**config.mk**
```make
export PLATFORM = sky130hd
export DESIGN_NAME = branch_update_queue
export DESIGN_NICKNAME = d
export VERILOG_FILES = /design/src/rtl/branch_update_queue.sv
export SDC_FILE = /design/constraint.sdc
export NUM_CORES = 1
export LEC_CHECK = 0
export CORE_MARGIN = 2
export CORE_UTILIZATION = 50
export CTS_BUF_LIST = sky130_fd_sc_hd__clkbuf_16
export DETAILED_ROUTE_END_ITERATION = 6
export GPL_ROUTABILITY_DRIVEN = 0
export PLACE_DENSITY = 0.76
export SLEW_MARGIN = 20
export SYNTH_ARGS = -nofsm -noshare
export SYNTH_HDL_FRONTEND = slang
export SYNTH_SLANG_ARGS = --single-unit
```
**constraint.sdc**
```tcl
create_clock -name clk -period 4.8 [get_ports clk]
set_clock_uncertainty 0.1 [all_clocks]
set_input_delay 0.48 -clock clk [delete_from_list [all_inputs] [get_ports clk]]
set_output_delay 0.48 -clock clk [all_outputs]
set_load 0.02 [all_outputs]
```
**src/rtl/branch_update_queue.sv**
```systemverilog
// Decoupling FIFO between branch resolution and the bimodal predictor's PHT update port.
// Define BRQ_STATS_EN to build the saturating branch/misprediction counters.
module branch_update_queue #(
  parameter int DEPTH = 8,
  parameter int PC_W  = 32
) (
  input  logic                       clk,
  input  logic                       rst,
  input  logic                       res_valid_i,
  output logic                       res_ready_o,
  input  logic [PC_W-1:0]            res_pc_i,
  input  logic                       res_is_cond_i,
  input  logic                       res_taken_i,
  input  logic                       res_pred_taken_i,
  input  logic                       flush_i,
  input  logic                       upd_ready_i,
  output logic                       update_valid_o,
  output logic [PC_W-1:0]            update_pc_o,
  output logic                       update_taken_o,
  output logic [$clog2(DEPTH+1)-1:0] count_o,
  output logic [31:0]                stat_branches_o,
  output logic [31:0]                stat_mispred_o
);

  localparam int PTR_W = $clog2(DEPTH);
  localparam int CNT_W = $clog2(DEPTH+1);

  logic [PC_W-1:0]  pc_mem [DEPTH];
  logic [DEPTH-1:0] taken_mem;
  logic [PTR_W-1:0] rd_ptr;
  logic [PTR_W-1:0] wr_ptr;
  logic [CNT_W-1:0] count;

  logic full;
  logic empty;
  logic accept;
  logic enq;
  logic deq;

  // A full queue refuses input even if the head drains this cycle.
  assign full        = (count == CNT_W'(DEPTH));
  assign empty       = (count == '0);
  assign res_ready_o = !rst && !full;
  assign accept      = res_valid_i && res_ready_o;
  assign enq         = accept && res_is_cond_i;
  assign deq         = !empty && upd_ready_i;

  assign update_valid_o = !empty;
  assign update_pc_o    = empty ? '0 : pc_mem[rd_ptr];
  assign update_taken_o = !empty && taken_mem[rd_ptr];
  assign count_o        = count;

  always_ff @(posedge clk) begin
    if (enq) begin
      pc_mem[wr_ptr]    <= res_pc_i;
      taken_mem[wr_ptr] <= res_taken_i;
    end
  end

  // Flush drops undrained entries; a same-cycle dequeue was already seen by the predictor.
  always_ff @(posedge clk) begin
    if (rst || flush_i) begin
      rd_ptr <= '0;
      wr_ptr <= '0;
      count  <= '0;
    end else begin
      if (enq) begin
        wr_ptr <= wr_ptr + PTR_W'(1);
      end
      if (deq) begin
        rd_ptr <= rd_ptr + PTR_W'(1);
      end
      case ({enq, deq})
        2'b10:   count <= count + CNT_W'(1);
        2'b01:   count <= count - CNT_W'(1);
        default: count <= count;
      endcase
    end
  end

`ifdef BRQ_STATS_EN
  logic [31:0] stat_branches;
  logic [31:0] stat_mispred;

  // Counted at accept time, so flushed wrong-path branches are still included.
  always_ff @(posedge clk) begin
    if (rst) begin
      stat_branches <= '0;
      stat_mispred  <= '0;
    end else if (enq) begin
      if (stat_branches != '1) begin
        stat_branches <= stat_branches + 32'd1;
      end
      if ((res_taken_i != res_pred_taken_i) && (stat_mispred != '1)) begin
        stat_mispred <= stat_mispred + 32'd1;
      end
    end
  end

  assign stat_branches_o = stat_branches;
  assign stat_mispred_o  = stat_mispred;
`else
  logic unused_pred_taken;

  assign unused_pred_taken = res_pred_taken_i;
  assign stat_branches_o   = '0;
  assign stat_mispred_o    = '0;
`endif

endmodule

```
==> flow_summary.yaml <==
sta:
  slew_violations: 0
  slew_headroom: 0.331
  finalHoldViolCount: 0
  setup_tns_ns: 0
  slew_at_the_pin_closest_to_its_max_slew_limit_ns: 1.00
  report.final.setup_viol: 0
  final.period_utilization: 0.789
  post-route-min-period_ns: 3.79
  maxClockFrequency_mhz: 264
  rsz_0062_raised_after_global_routing: "false"
floorplanning:
  die_width_um: 154
  num_io_pins: 143
  core_area_um2: 21900
  die_height_um: 154
  initial_utilization: 0.512
  die-area_um2: 23600
  rows: 54
synthesis:
  yosys-top-cells-count: "sky130_fd_sc_hd__edfxtp_1, sky130_fd_sc_hd__mux4_2, sky130_fd_sc_hd__buf_4, sky130_fd_sc_hd__nor2_1, sky130_fd_sc_hd__mux2i_1"
  synth_simple_gate_area_share: 0.0320
  synthesis.yosys.warnings: 0
  post_synth_instance_area_um2: 11200
  seq_area_frac_synth: 0.731
  synth-adder-area-share: 0.00558
  async_flop_share: 0
  synth_mux_area_frac: 0.166
  synth-main-ff-cell: "sky130_fd_sc_hd__edfxtp_1"
  post_synth_main_area_contributors: "sky130_fd_sc_hd__edfxtp_1, sky130_fd_sc_hd__mux4_2, sky130_fd_sc_hd__buf_4, sky130_fd_sc_hd__mux2i_1, sky130_fd_sc_hd__dfxtp_1"
  yosysTopAreaCellShare: 0.707
  syn_inst: 562
  syn-mean-instance-area_um2: 19.9
  synth-compound-area-share: 0.00268
  synth_most_common_cell: "sky130_fd_sc_hd__edfxtp_1"
  ys_ff_latch: 277
  synth_top_family_by_area: "multiplexers"
  synth.distinct_cells: 34
  synthesized_area_fraction_occupied_by_xor_and_xnor_cells: 0.00614
  yosys.area.top_type: "sky130_fd_sc_hd__edfxtp_1"
  number_of_enable_type_register_cells_in_the_synthesized_netlist: 264
global_routing:
  initial_antenna_violation_count: 0
  grt_util_all_layers: 0.179
  gr-total-overflow: 0
  vias_in_the_first_global_route: 5579
  global_route_wire_length_before_repair_um: 32200
  grt_start_max_net_pins: 40
drt:
  route.final.wire_length_um: 20900
  firstDrtPassIters: 5
  dr.first_iter.drc_count: 390
  drtAntennaViolNets: 0
  via_count: 5286
  post-route-drc-count: 0
  via_per_inst: 5.49
  routedWlPerCell_um: 21.7
critical_path:
  rrSetupSlack_ns: 1.85
  rr_startpoint: "count_o[2]$_SDFFE_PP0P_"
  end_kind: "output port"
  worstPathMaxFanout: 39
  category_of_the_most_critical_setup_path: "reg -> out"
  cp_launch_type: "flop"
  arrival_ns: 3.21
  required_time_reported_for_the_critical_path_endpoint_ns: 4.22
cts:
  postCtsResizedCells: 0
  cts_hold_buf: 0
  tritoncts: "done"
  clkTransAtPathRegs_ns: 0.06
  clockBufferDepth: 3
  root_buffer: "sky130_fd_sc_hd__clkbuf_16"
  post_cts.repair.setup_buffers: 0
  cts_inserted_buffers: 27
  clkSinkCount: 277
  clk_latency_ns: 0.53
  h-tree-depth: 1
final_layout:
  layout.nets: 708
  final_layout_size_suffix_gt1_frac: 0.201
  layout.filler_cells: 1551
  area.growth.synth_to_final_pct: 15.9
  layout.cells.non_filler: 963
  antenna_cells_inserted: 0
power_and_ir_drop:
  power-per-cell-area_nw_per_um2: 368
  static_leakage_nw: 4.12
  irDropWorstVdd_mv: 0.307
  design_power_total_mw: 4.79
placed_design:
  io_buffers: 77
  detailed_place_hpwl_um: 12400
  dp.cells: 914
outcome:
  status: "complete, no violations"
hold_path:
  hold_path_startpoint: "count_o[3]$_SDFFE_PP0P_"
  hp-class: "reg -> reg"
job:
  drv.max_cap_violation_count: 0
==> sequential cells by signal (all words and copies together), names as in the netlist, named ones only <==
name	cells
wr_ptr	3
pc_mem	256
count_o	4
rd_ptr	3
taken_mem	8
==> worst max-delay path: stages, from the launching register on <==
cell and delay, ns:
sky130_fd_sc_hd__dfxtp_4 0.90, sky130_fd_sc_hd__buf_12 0.32, sky130_fd_sc_hd__mux4_2 0.52, sky130_fd_sc_hd__mux2i_1 0.28, sky130_fd_sc_hd__nor2_1 0.08, sky130_fd_sc_hd__clkdlybuf4s50_1 0.55
==> kinds of logic after synthesis <==
group	after synthesis
other cells	1
compound gates	6
buf+inv	90
flops	277
mux	103
xor+xnor	7
simple gates	73
fa+ha+maj	5
==> metal layers <==
layer	track usage	part of all wire
met5	0	0
met4	0.0446	0.017
met3	0.0276	0.052
met2	0.318	0.52
met1	0.235	0.41
==> stage by stage <==
| step | instance area [um^2] | util | worst slack, ns | hold slack, ns |
|---|---|---|---|---|
| CTS | 13000 | 0.594 | 0.900 | 0.442 |
| global placement | 12200 | 0.556 | 1.50 | 0.416 |
| floorplan | 11500 | - | 0.623 | 0.400 |
| global route | 13000 | 0.594 | 0.814 | 0.472 |
| finish | 13000 | 0.594 | 1.01 | 0.440 |
| detailed placement | 12200 | 0.556 | 1.49 | 0.434 |
==> area by class of cell <==
type | instances | area (um^2) | area share
tap | 280 | 350 | 0.0270
sequential | 277 | 8190 | 0.631
clock inverter | 22 | 144 | 0.0111
multi-input combinational | 258 | 2690 | 0.207
inverter | 2 | 7.51 | 0.000578
timing repair buffer | 97 | 933 | 0.0718
clock buffer | 27 | 676 | 0.0520
==> power breakdown <==
group / total, mW / internal (mW) / switching (mW) / leakage (nW)
clock: 1.95 / 1.12 / 0.827 / 0.440
sequential: 2.66 / 2.65 / 0.00600 / 2.48
combinational: 0.178 / 0.0625 / 0.115 / 1.19
total: 4.79 / 3.84 / 0.949 / 4.12
==> path summary, 6_finish.rpt <==
check / to / cells after the start
hold reg to reg: count_o[3]$_SDFFE_PP0P_ / 2
setup reg to reg: count_o[2]$_SDFFE_PP0P_ / 10
setup / recovery: update_pc_o[1] / 5
hold / removal: count_o[3]$_SDFFE_PP0P_ / 2
==> cells in the final DEF, fill, tap and decap left out, types with 2 or more instances in the layout <==
cell type,n
sky130_fd_sc_hd__edfxtp_1,264
sky130_fd_sc_hd__clkdlybuf4s50_1,77
sky130_fd_sc_hd__mux4_2,66
sky130_fd_sc_hd__conb_1,64
sky130_fd_sc_hd__nor2_1,44
sky130_fd_sc_hd__mux2i_1,37
sky130_fd_sc_hd__clkbuf_16,27
sky130_fd_sc_hd__buf_4,19
sky130_fd_sc_hd__inv_1,11
sky130_fd_sc_hd__dfxtp_1,10
sky130_fd_sc_hd__clkinv_1,6
sky130_fd_sc_hd__nand2_1,5
sky130_fd_sc_hd__ha_1,5
sky130_fd_sc_hd__nor2_4,4
sky130_fd_sc_hd__xor2_1,4
sky130_fd_sc_hd__or3_1,3
sky130_fd_sc_hd__nor4_4,3
sky130_fd_sc_hd__nand3_1,3
sky130_fd_sc_hd__nor3_2,3
sky130_fd_sc_hd__a21oi_1,3
sky130_fd_sc_hd__clkinv_2,3
sky130_fd_sc_hd__xnor2_1,2
sky130_fd_sc_hd__o21ai_0,2
sky130_fd_sc_hd__nor4bb_1,2
sky130_fd_sc_hd__dfxtp_2,2
sky130_fd_sc_hd__bufinv_16,2
No activity file was read; power rests on OpenSTA's default activity.
